File: config.mk
export PLATFORM = sky130hd
export DESIGN_NAME = uart_transmitter
export DESIGN_NICKNAME = d
export VERILOG_FILES = /design/src/rtl/uart_pkg.sv /design/src/rtl/uart_transmitter_baud_gen.sv /design/src/rtl/uart_transmitter.sv
export SDC_FILE = /design/constraint.sdc
export NUM_CORES = 1
export LEC_CHECK = 0
export ABC_AREA = 1
export CORE_MARGIN = 5
export CORE_UTILIZATION = 30
export CTS_BUF_LIST = sky130_fd_sc_hd__clkbuf_16
export CTS_CLUSTER_SIZE = 16
export DETAILED_ROUTE_END_ITERATION = 10
export PLACE_DENSITY = 0.48
export SYNTH_ARGS = -nofsm -noshare
export SYNTH_HDL_FRONTEND = slang
export SYNTH_SLANG_ARGS = --single-unit
File: constraint.sdc
create_clock -name clk -period 1.5 [get_ports clk]
set_clock_uncertainty 0.05 [all_clocks]
set_input_delay 0.15 -clock clk [delete_from_list [all_inputs] [get_ports clk]]
set_output_delay 0.15 -clock clk [all_outputs]
set_load 0.05 [all_outputs]
File: src/rtl/uart_pkg.sv
// Shared UART definitions for transmitter and receiver: state encoding, frame widths, clog2.
// Define UART_TX_PARITY_EN to add the even-parity state to the transmitter frame.
package uart_pkg;

  localparam int DATA_BITS  = 8;
  localparam int START_BITS = 1;
  localparam int STOP_BITS  = 1;

  typedef enum logic [2:0] {
    IDLE   = 3'd0,
    START  = 3'd1,
    DATA   = 3'd2,
`ifdef UART_TX_PARITY_EN
    PARITY = 3'd3,
`endif
    STOP   = 3'd4
  } tx_state_t;

  // Bits needed to count 0..value-1.
  function automatic int clog2(input int value);
    int result;
    int remaining;
    result    = 0;
    remaining = value - 1;
    while (remaining > 0) begin
      result++;
      remaining = remaining >> 1;
    end
    return result;
  endfunction

endpackage

File: src/rtl/uart_transmitter_baud_gen.sv
// Symbol timing for the UART transmitter: one-cycle symbol_edge every SYMBOL_EDGE_TIME cycles,
// realigned to the frame by restart.
module uart_baud_gen
  import uart_pkg::*;
#(
  parameter int SYMBOL_EDGE_TIME = 2
) (
  input  logic clk,
  input  logic rst,
  input  logic restart,
  output logic symbol_edge
);

  localparam int CW = clog2(SYMBOL_EDGE_TIME);
  localparam logic [CW-1:0] LAST = CW'(SYMBOL_EDGE_TIME - 1);

  logic [CW-1:0] count;

  always_ff @(posedge clk or negedge rst) begin
    if (!rst) begin
      count <= '0;
    end else if (restart || count == LAST) begin
      count <= '0;
    end else begin
      count <= count + CW'(1);
    end
  end

  // High during the final cycle of a symbol, so the FSM moves on at the next edge.
  assign symbol_edge = (count == LAST);

endmodule

File: src/rtl/uart_transmitter.sv
// UART transmitter: 8 data bits LSB first, one start and one stop bit; valid/ready byte input.
// Define UART_TX_PARITY_EN to insert an even-parity bit after the data bits.
module uart_transmitter
  import uart_pkg::*;
#(
  parameter int CLOCK_FREQ = 50_000_000,
  parameter int BAUD_RATE  = 115_200
) (
  input  logic       clk,
  input  logic       rst,
  input  logic [7:0] data_in,
  input  logic       data_in_valid,
  output logic       data_in_ready,
  output logic       serial_out,
  output tx_state_t  state
);

  localparam int RAW_EDGE_TIME    = CLOCK_FREQ / BAUD_RATE;
  localparam int SYMBOL_EDGE_TIME = (RAW_EDGE_TIME < 2) ? 2 : RAW_EDGE_TIME;
  localparam int IW = clog2(DATA_BITS);
  localparam logic [IW-1:0] LAST_BIT = IW'(DATA_BITS - 1);

  // Handshake: a byte transfers on a rising edge where data_in_valid and data_in_ready are both 1;
  // ready is a register that is high only in IDLE, so it never depends on valid in the same cycle.

  tx_state_t            state_q, state_d;
  logic [DATA_BITS-1:0] shift_q, shift_d;
  logic [IW-1:0]        bit_q, bit_d, bit_nx;
  logic                 serial_d, ready_d;
  logic                 accept, symbol_edge;

  uart_baud_gen #(
    .SYMBOL_EDGE_TIME(SYMBOL_EDGE_TIME)
  ) u_baud_gen (
    .clk        (clk),
    .rst        (rst),
    .restart    (accept),
    .symbol_edge(symbol_edge)
  );

  assign accept = (state_q == IDLE) && data_in_ready && data_in_valid;
  assign state  = state_q;

  always_comb begin
    state_d  = state_q;
    shift_d  = shift_q;
    bit_d    = bit_q;
    bit_nx   = bit_q + IW'(1);
    serial_d = serial_out;
    case (state_q)
      IDLE: begin
        if (accept) begin
          state_d  = START;
          shift_d  = data_in;
          bit_d    = '0;
          serial_d = 1'b0;
        end
      end
      START: begin
        if (symbol_edge) begin
          state_d  = DATA;
          serial_d = shift_q[bit_q];
        end
      end
      DATA: begin
        if (symbol_edge) begin
          if (bit_q == LAST_BIT) begin
            bit_d = '0;
`ifdef UART_TX_PARITY_EN
            state_d  = PARITY;
            serial_d = ^shift_q;
`else
            state_d  = STOP;
            serial_d = 1'b1;
`endif
          end else begin
            bit_d    = bit_nx;
            serial_d = shift_q[bit_nx];
          end
        end
      end
`ifdef UART_TX_PARITY_EN
      PARITY: begin
        if (symbol_edge) begin
          state_d  = STOP;
          serial_d = 1'b1;
        end
      end
`endif
      STOP: begin
        if (symbol_edge) begin
          state_d  = IDLE;
          serial_d = 1'b1;
        end
      end
      default: begin
        state_d  = IDLE;
        serial_d = 1'b1;
      end
    endcase
    // Ready follows the state being entered, so it rises with the IDLE cycle between frames.
    ready_d = (state_d == IDLE);
  end

  always_ff @(posedge clk or negedge rst) begin
    if (!rst) begin
      state_q       <= IDLE;
      shift_q       <= '0;
      bit_q         <= '0;
      serial_out    <= 1'b1;
      data_in_ready <= 1'b0;
    end else begin
      state_q       <= state_d;
      shift_q       <= shift_d;
      bit_q         <= bit_d;
      serial_out    <= serial_d;
      data_in_ready <= ready_d;
    end
  end

endmodule
# Yosys cells after proc, flatten, opt, wreduce, memory -nomap -nowiden
# Index checks and enable logic that the tools add are counted.
# op_classes
n_reduce_logical,9
mux,21
eq_ne,9
n_addsub,2
order_cmp,2
# ops
op,n
$mux W3,8
$pmux W3 S4,1
$add A9 B1 Y9 const B,1
$eq A9 B9 Y1 const B,1
$mux W9,1
$lt A3 B4 Y1 const B,2
$mux W1,7
$bmux W1 S3,2
$eq A3 B3 Y1 const B,2
$logic_not A3 Y1,2
$ne A2 B2 Y1 const B,3
$pmux W3 S2,1
$pmux W1 S4,1
$reduce_and A4 Y1,1
$add A3 B1 Y3 const B,1
$eq A3 B1 Y1 const B,1
$eq A3 B2 Y1 const B,1
$reduce_and A3 Y1,1
$logic_and A1 B1 Y1,2
$ne A2 B1 Y1 const B,1
$reduce_and A2 Y1,1
$reduce_bool A2 Y1,1
$logic_or A1 B1 Y1,1
# totals
reg_bits,25
input_bits,11
word_cells,49

# Depth between registers and ports, before layout
# Gate-level depths: netlist (run 1).
# depth
depth_word,6
ltp_mapped,10
depth_no_buf,10

# By module
# A second synthesis (run 1) with hierarchy kept.
# unflattened
cells_unflattened,186
hier_area_um2,1448.9
# modules_own_cells
mod,area_each_um2,seq_area_each_um2,cells_per_inst,n_inst
uart_transmitter,945.9,401.6,118,1
uart_baud_gen,503.0,225.2,68,1

# Worst setup path before layout (run 1)
# No wires, ideal clock.
# synth_timing
path_kind,reg-to-reg
start,reg data_in_ready
end,reg bit_q[1]
synth_period_minus_slack_ps,1675
setup_slack_ps,-175
t_arrival_ps,1502
path_stages_with_launch,8
path_cell_list,dfrtp_1 -> nand2_1 -> nor3_4 -> inv_2 -> nand2_4 -> o21ai_2 -> nand2_1 -> o21ai_1
# synth_via
elab_chain_len,4
# synth_rtl
item,line,rtl
from (decl),uart_transmitter.sv:13,"output logic data_in_ready,"
from (signal assigned),uart_transmitter.sv:117,data_in_ready <= ready_d;
$logic_and A1 B1 Y1 (2 in series),uart_transmitter.sv:41,assign accept = (state_q == IDLE) && data_in_ready && data_in_valid;
$ne A2 B1 Y1 (no line),-,
$reduce_and A3 Y1 (no line),-,
to (signal assigned),uart_transmitter.sv:115,bit_q <= bit_d;
to (decl),uart_transmitter.sv:28,"logic [IW-1:0] bit_q, bit_d, bit_nx;"
# No other way between the ends.
# A chain may end at the register's enable or synchronous reset.

# Final worst setup path (run 1)
# layout_timing
start,reg bit_q[1]
end,reg serial_out
# layout_via
elab_chain_len,6
elab_cells_between_ends,10
classes_between,1 x add/sub; 1 x eq/ne; 8 x mux
# layout_rtl
item,line,rtl
$add A3 B1 Y3,uart_transmitter.sv:48,bit_nx = bit_q + IW'(1);
$bmux W1 S3,uart_transmitter.sv:78,serial_d = shift_q[bit_nx];
$mux W1 (not written as such),uart_transmitter.sv:78,
$mux W1,uart_transmitter.sv:67,if (bit_q == LAST_BIT) begin
$mux W1,uart_transmitter.sv:66,if (symbol_edge) begin
$pmux W1 S4 (*),uart_transmitter.sv:50,case (state_q)
to (signal assigned),uart_transmitter.sv:116,serial_out <= serial_d;
to (decl),uart_transmitter.sv:14,"output logic serial_out,"
# Mark *: on every way between the ends. The rest lies on a longest branch, timed or not. The select of a mux whose other input is x is not followed.

==> results of run 1 <==
power by group through the flow:
stage / registers [mW] / clock network (mW) / logic (mW)
after floorplan: 0.687 / 0 / 0.00000105
after global placement: 0.687 / 0 / 0.0415
after detailed placement: 0.687 / 0 / 0.0423
after CTS: 0.674 / 0.617 / 0.0423
after global routing: 0.673 / 0.648 / 0.0456
final: 0.674 / 0.595 / 0.0404
registers in the layout, indices dropped and copies added (netlist names):
name and flops:
shift_q 8, serial_out 1, data_in_ready 1, state 3, bit_q 3, u_baud_gen.count 9
cells by family after synthesis:
kind of cell,count (synthesis),synth area share (%)
adders and majority gates,4,3.79
and+or+nand+nor,88,29.4
AOI/OAI and AO/OA,28,11.3
DFF,25,47.4
buffers and inverters,28,8.14
Yosys cell counts, drive strengths merged:
| cell type | number | area share, % |
|---|---|---|
| nand2 | 48 | 15 |
| o21bai | 1 | 0.57 |
| dfstp | 1 | 2.0 |
| a21oi | 9 | 3.4 |
| o21ai | 17 | 6.7 |
| nor3 | 7 | 3.5 |
| inv | 26 | 7.4 |
| dfrtp | 24 | 45 |
| and3 | 1 | 0.47 |
| buf | 2 | 0.76 |
| ha | 4 | 3.8 |
| nor2 | 15 | 4.3 |
| nand4 | 1 | 0.47 |
| nand3 | 16 | 6.1 |
| o31ai | 1 | 0.57 |
layer usage:
metal  vias to the layer above  routed length [um]  track usage, %
met5                         -                   0               0
met3                         5                 104            2.96
met2                        16                1460            17.6
li1                        612                   -               -
met4                         0                  44            4.20
met1                       552                1270            12.5
worst max path at each step:
stage	start	endpoint
2_1_floorplan	state[0]	bit_q[1]
3_3_place_gp	u_baud_gen.count[0]	u_baud_gen.count[8]
3_5_place_dp	bit_q[0]	serial_out
4_1_cts	bit_q[0]	serial_out
5_1_grt	u_baud_gen.count[0]	u_baud_gen.count[8]
6_report	bit_q[1]	serial_out
layout make-up:
class | count | share of cell area, %
multi-input cells | 120 | 35.7
flip-flops and latches | 25 | 34.8
repair buffers | 27 | 16.0
inverters | 26 | 5.57
clock buffers | 3 | 4.13
well taps | 52 | 3.58
clock inverters | 1 | 0.275
placed cells by master, fill, tap and decap left out, types with 7 or more instances in the layout:
cell,Yosys,routed
clkdlybuf4s50_1,0,10
buf_4,0,12
inv_1,22,19
a21oi_1,9,7
o21ai_0,12,8
dfrtp_1,24,20
nand3_1,16,15
nand2_1,45,42
o21ai_1,4,8
nor2_1,15,13
repair_timing:
| item | in CTS | in global routing |
|---|---|---|
| pin swaps | 0 | 7 |
| gates resized for setup | 2 | 19 |
| buffers inserted | 0 | 4 |
| endpoints found under the hold margin | 0 | 0 |
| setup endpoints to repair | 2 | 10 |
==> flow_summary.json, run 1 <==
{
  "routed_wl_mm": 2.88,
  "floorplan.rows": 24,
  "cp_slowest_cell": "dfrtp_1",
  "insertion_delay_ns": 0.26,
  "grt_pass1_wl_mm": 5.04,
  "clkPwrFrac_pct": 45.4,
  "antenna_found_initial": 0,
  "r2r_setup_slack_ns": 0.04,
  "clock-sinks": 25,
  "worst-path-stages": 8,
  "internal-power_mw": 1.06,
  "period_share_pct": 97.5,
  "firstDrtPassIters": 4,
  "final-seq-area_sq_um": 632,
  "end_kind": "flop",
  "final_max_slew_viol_count": 0,
  "grt_pass1_vias": 1136,
  "synth_cell_types": 21,
  "syn_inst": 173,
  "ant_nets": 0,
  "cp_data_arrival_time_ns": 1.61,
  "die_w_um": 76.4,
  "vias_per_cell": 4.67,
  "ys_seq_elements": 25,
  "num-fill-cells": 448,
  "fmax_mhz": 684,
  "finalWorstSetupSlack_ns": 0.0376,
  "vias": 1185,
  "holdBufCountCts": 0,
  "routedWlPerCell_um": 11.3,
  "io_pins": 16,
  "r2r_cells": 8,
  "p_leak_nw": 0.824,
  "multiInputGateArea_sq_um": 649,
  "fin_util_pct": 42.0,
  "p_comb_share_pct": 3.1,
  "vdd_drop_max_mv": 0.323,
  "critPathKind": "flop to flop",
  "io_buffers": 15,
  "finalHoldViolCount": 0,
  "root_buffer": "clkbuf_16",
  "status": "completed",
  "dpl.cell_count": 246,
  "cp_num_buf_inv": 0,
  "grt_start_max_net_pins": 26,
  "diodes": 0,
  "area_growth_pct": 37.6,
  "maxCapViolations": 0,
  "pre_cts_ws_ns": -0.0357,
  "gr-total-overflow": 0,
  "finalSetupViolCount": 0,
  "syn_area_per_cell_sq_um": 7.64,
  "worst_hold_slack_ns": 0.214,
  "start_util_pct": 30.6,
  "worstReg2RegStart": "bit_q[1]",
  "die_h_um": 76.4,
  "r2r-end": "serial_out",
  "synth_warnings": 0,
  "place_congestion": 0.774,
  "drive_gt1_share_pct": 25.2,
  "cts_tree": "done",
  "swShare_pct": 19.2,
  "post_dp_cell_area_sq_mm": 0.00164,
  "track_usage_pct": 10.5,
  "min_path_type": "input port to async pin",
  "path_cells": "ha_2, ha_4, a21oi_2, o21ai_1, nand3_1, nand3_1, nand2_1, a21oi_2",
  "syn-num-nets": 188,
  "ys_seq_area_share_pct": 47.4,
  "crit_family": "adder cells",
  "worst_pin_slew_ns": 0.342,
  "finalCriticalPeriod_ns": 1.46,
  "power_density_mw_per_mm2": 720,
  "cts_buffer_depth": 2,
  "dp_hpwl_mm": 2.09,
  "fin_tns_setup_ns": 0,
  "cp-start-kind": "flop",
  "htreeDepth": 1,
  "layout.nets": 218,
  "power.switching_mw": 0.252,
  "netlist_area_sq_mm": 0.00132,
  "critPathMaxFanout": 5,
  "drc": 0,
  "drt_iter0_drc": 46,
  "clkSlewWorstSetupHoldPaths_ns": 0.06,
  "relSlewSlack_pct": 77.0,
  "p_seq_share_pct": 51.5,
  "instances_no_fill": 254,
  "crit_required_ns": 1.65,
  "rsz0062_at_grt": "yes",
  "max_stage_delay_ns": 0.38,
  "cts_inserted_buffers": 3,
  "core_sq_mm": 0.00432,
  "dieArea_sq_mm": 0.00583,
  "total_power_mw": 1.31,
  "fin_area_sq_mm": 0.00182
}
(Power assumes the default switching activity.)
==> inputs of run 2 (changes only) <==
Settings changed: CORE_UTILIZATION 30 to 49, CTS_BUF_LIST sky130_fd_sc_hd__clkbuf_16 to not set, PLACE_DENSITY 0.48 to 0.72.
==> run 2 against run 1 <==
- maximum frequency decreased by 1.9%
- count of clock-buffer cells in the layout unchanged
- flip-flop and latch count unchanged
- final area decreased by 7.0%
- core utilization increased by 25 points
- register-to-register slack got worse by 0.03 ns
- first-iteration DRC count increased by 24%
- largest power group unchanged
==> flow_summary.json, run 2 (synthesis gave the netlist of run 1 again) <==
{
  "dieArea_sq_mm": 0.00383,
  "insertion_delay_ns": 0.32,
  "finalWorstSetupSlack_ns": 0.00859,
  "diodes": 0,
  "io_pins": 16,
  "area_growth_pct": 28.0,
  "status": "completed",
  "final-seq-area_sq_um": 632,
  "firstDrtPassIters": 6,
  "cp_num_buf_inv": 0,
  "drc": 0,
  "grt_pass1_vias": 1118,
  "die_w_um": 61.9,
  "finalSetupViolCount": 0,
  "antenna_found_initial": 0,
  "grt_pass1_wl_mm": 4.54,
  "crit_family": "adder cells",
  "vias_per_cell": 5.19,
  "fin_tns_setup_ns": 0,
  "pre_cts_ws_ns": -0.0342,
  "core_sq_mm": 0.00252,
  "rsz0062_at_grt": "yes",
  "max_stage_delay_ns": 0.41,
  "cts_buffer_depth": 2,
  "fmax_mhz": 671,
  "clock-sinks": 25,
  "ant_nets": 0,
  "path_cells": "ha_2, ha_4, a21oi_1, o21ai_0, nand3_1, nand3_1, nand2_1, a21oi_1",
  "routed_wl_mm": 2.68,
  "die_h_um": 61.9,
  "power_density_mw_per_mm2": 598,
  "root_buffer": "clkbuf_4",
  "dp_hpwl_mm": 2.04,
  "finalCriticalPeriod_ns": 1.49,
  "final_max_slew_viol_count": 0,
  "num-fill-cells": 208,
  "routedWlPerCell_um": 11.6,
  "vias": 1194,
  "top_regs": "u_baud_gen.count x9, shift_q x8",
  "end_kind": "flop",
  "gr-total-overflow": 0,
  "maxCapViolations": 0,
  "period_share_pct": 99.4,
  "track_usage_pct": 15.9,
  "layout_common_cells": "nand2_1 (43), inv_1 (20), dfrtp_1 (20)",
  "vdd_drop_max_mv": 0.610,
  "holdBufCountCts": 0,
  "crit_required_ns": 1.70,
  "clkSlewWorstSetupHoldPaths_ns": 0.14,
  "cts_tree": "done",
  "top_register": "u_baud_gen.count",
  "cp_slowest_cell": "dfrtp_1",
  "drt_iter0_drc": 57,
  "drive_gt1_share_pct": 23.5,
  "htreeDepth": 1,
  "layout.nets": 216,
  "min_path_type": "input port to async pin",
  "place_congestion": 0.874,
  "p_leak_nw": 0.785,
  "start_util_pct": 52.4,
  "cp-start-kind": "flop",
  "critPathMaxFanout": 5,
  "multiInputGateArea_sq_um": 647,
  "cp_data_arrival_time_ns": 1.69,
  "grt_start_max_net_pins": 26,
  "floorplan.rows": 18,
  "finalHoldViolCount": 0,
  "worst_hold_slack_ns": 0.124,
  "io_buffers": 15,
  "total_power_mw": 1.01,
  "relSlewSlack_pct": 76.3,
  "cts_inserted_buffers": 3,
  "final_common_cell": "nand2_1",
  "worst_pin_slew_ns": 0.353,
  "largest_reg_flops": 9,
  "critPathKind": "flop to flop",
  "fin_util_pct": 67.1
}
run 2: cell types whose count changed in the layout (fill, tap and decap cells not counted), sizes merged:
| cell | before | now |
|---|---|---|
| clkinvlp | 1 | 0 |
| buf | 17 | 15 |
| inv | 25 | 26 |
run 2: where the power goes:
group          total (mW)  leakage, nW  internal [mW]  switching (mW)
clock network       0.299       0.0177         0.0998           0.199
registers           0.674        0.274          0.674               0
logic              0.0397        0.494         0.0241          0.0156
total                1.01        0.785          0.798           0.214
run 2: layout make-up:
type,instances,share of cell area (%)
multi-input cells,120,38.2
flip-flops and latches,25,37.4
repair buffers,25,14.8
inverters,26,5.77
well taps,30,2.22
clock buffers,3,1.33
clock inverters,1,0.296
run 2: what timing repair did:
item,CTS,global route
cloned,0,0
pin swaps,0,4
setup endpoints to repair,2,8
resized for setup,3,14
buffers inserted,1,2
endpoints found under the hold margin,0,0
run 2: routing by layer:
layer | vias up | wire length (um) | part of all wire (%) | GRT usage [%]
met5 | - | 0 | 0 | 0
met4 | 0 | 31 | 1.2 | 6.06
met3 | 4 | 130 | 4.9 | 2.89
met2 | 23 | 1230 | 46 | 26.5
met1 | 558 | 1280 | 48 | 20.6
li1 | 609 | - | - | -
run 2: final timing paths:
kind | start | depth (start not counted) | end | slack (ns)
worst max-delay path | bit_q[0] | 8 | serial_out | 0.009
worst min-delay path | rst | 2 | bit_q[1] | 0.12
worst max register to register | bit_q[0] | 8 | serial_out | 0.009
worst min register to register | serial_out | 2 | serial_out | 0.51
max in group asynchronous | rst | 2 | serial_out | 0.98
min in group clk | data_in[3] | 3 | shift_q[3] | 0.33
run 2: per-stage QoR:
stage               std cells  instance area [sq um]
global route              230                   1690
floorplan                 173                   1330
global placement          223                   1580
finish                    230                   1690
detailed placement        223                   1580
CTS                       228                   1640
==> inputs of run 3 (changes only) <==
Settings changed: CORE_UTILIZATION 49 to 54, PLACE_DENSITY 0.72 to 0.76.
Clock period 1.5 ns to 1.4 ns, I/O delays scaled along.
==> run 3 against run 2 <==
- the flow now finishes with violations (setup timing)
- via count is 7.3% higher
- flip-flop and latch count is the same
- clock power is 10% higher
- global-route usage up 6.2 points
- critical endpoint unchanged
- largest cell class unchanged
==> flow_summary.json, run 3 (synthesis gave the netlist of run 1 again) <==
{
  "finalHoldViolCount": 0,
  "critPathMaxFanout": 5,
  "final_common_cell": "nand2_1",
  "place_congestion": 0.866,
  "worst_pin_slew_ns": 0.354,
  "power_density_mw_per_mm2": 586,
  "core_sq_mm": 0.00241,
  "ant_nets": 0,
  "finalCriticalPeriod_ns": 1.50,
  "top_regs": "u_baud_gen.count x9, shift_q x8",
  "post_dp_cell_area_sq_mm": 0.00165,
  "dp_hpwl_mm": 2.23,
  "gr-total-overflow": 0,
  "drt_iter0_drc": 47,
  "grt_pass1_wl_mm": 5.82,
  "drive_gt1_share_pct": 30.8,
  "cts_tree": "done",
  "clock-sinks": 25,
  "area_growth_pct": 41.4,
  "firstDrtPassIters": 4,
  "cp-start-kind": "flop",
  "critPathKind": "flop to flop",
  "finalSetupViolCount": 10,
  "rsz0062_at_grt": "yes",
  "crit_required_ns": 1.62,
  "layout.nets": 227,
  "vias": 1281,
  "vias_per_cell": 5.32,
  "min_path_type": "input port to async pin",
  "io_pins": 16,
  "p_leak_nw": 0.850,
  "layout_common_cells": "nand2_1 (40), dfrtp_1 (20), inv_1 (19)",
  "top_register": "u_baud_gen.count",
  "diodes": 0,
  "end_kind": "flop",
  "cts_inserted_buffers": 3,
  "die_w_um": 59.5,
  "floorplan.rows": 18,
  "fmax_mhz": 665,
  "insertion_delay_ns": 0.32,
  "r2r_setup_slack_ns": -0.10,
  "drc": 0,
  "clkSlewWorstSetupHoldPaths_ns": 0.14,
  "final_max_slew_viol_count": 0,
  "largest_reg_flops": 9,
  "vdd_drop_max_mv": 0.719,
  "grt_start_max_net_pins": 26,
  "cp_data_arrival_time_ns": 1.72,
  "maxCapViolations": 0,
  "holdBufCountCts": 0,
  "worst_hold_slack_ns": 0.105,
  "root_buffer": "clkbuf_4",
  "cts_buffer_depth": 2,
  "start_util_pct": 54.8,
  "routedWlPerCell_um": 14.2,
  "period_share_pct": 107,
  "die_h_um": 59.5,
  "fin_area_sq_mm": 0.00187,
  "relSlewSlack_pct": 76.2,
  "io_buffers": 15,
  "antenna_found_initial": 0,
  "htreeDepth": 1,
  "dieArea_sq_mm": 0.00354,
  "violations": "setup timing",
  "status": "finished, violations left",
  "fin_tns_setup_ns": -0.456,
  "track_usage_pct": 22.1,
  "routed_wl_mm": 3.41,
  "grt_pass1_vias": 1342,
  "total_power_mw": 1.10,
  "finalWorstSetupSlack_ns": -0.103
}
[run 3: changes by cell type in the layout (fill, tap and decap cells not counted), sizes merged]
cell	previous run	this run
buf	15	26
[run 3: worst paths after layout]
| check | startpoint | endpoint | depth (start not counted) |
|---|---|---|---|
| max in group asynchronous | rst | serial_out | 2 |
| min in group clk | data_in[4] | shift_q[4] | 3 |
| min | rst | shift_q[7] | 2 |
| max reg2reg | bit_q[1] | serial_out | 8 |
| max | bit_q[1] | serial_out | 8 |
| min reg2reg | serial_out | serial_out | 2 |
[run 3: report_power, final]
group	switching (mW)	total (mW)	internal (mW)
clock	0.222	0.329	0.107
sequential	0	0.722	0.722
combinational	0.0178	0.0437	0.0259
[run 3: final cells by class]
class,instances,area [sq um]
clock buffer,3,22.5
clock inverter,1,5.00
fill,169,542
inverter,26,100
multi-input combinational,120,698
sequential,25,632
tap,30,37.5
timing repair buffer,36,373
[run 3: timing repair]
action                                  CTS  global route
pin swaps                                 7             6
endpoints found under the setup margin    4            19
cloned                                    0             0
buffers inserted                          8             2
resized for setup                        18            16
[run 3: per-stage QoR]
stage               worst slack, ns  util [%]  instances
floorplan                   -0.0889         -        173
global placement            -0.0556      68.6        229
detailed placement           -0.184      68.6        229
CTS                         -0.0739      74.7        241
global route                 -0.216      77.5        241
finish                       -0.103      77.5        241
[run 3: worst max-delay path, stage by stage, from the launching register on]
cell     delay, ns
dfrtp_1       0.41
ha_2          0.21
ha_4          0.30
a21oi_2       0.03
o21ai_1       0.08
nand3_1       0.08
nand3_1       0.08
nand2_1       0.07
a21oi_1       0.14
[run 3: layer usage]
metal  global-route usage (%)  vias up  routed length, um
li1                         -      630                  -
met1                     25.4      615               1390
met2                     38.7       32               1810
met3                     4.14        4                152
met4                     11.3        0                 57
met5                        0        -                  0
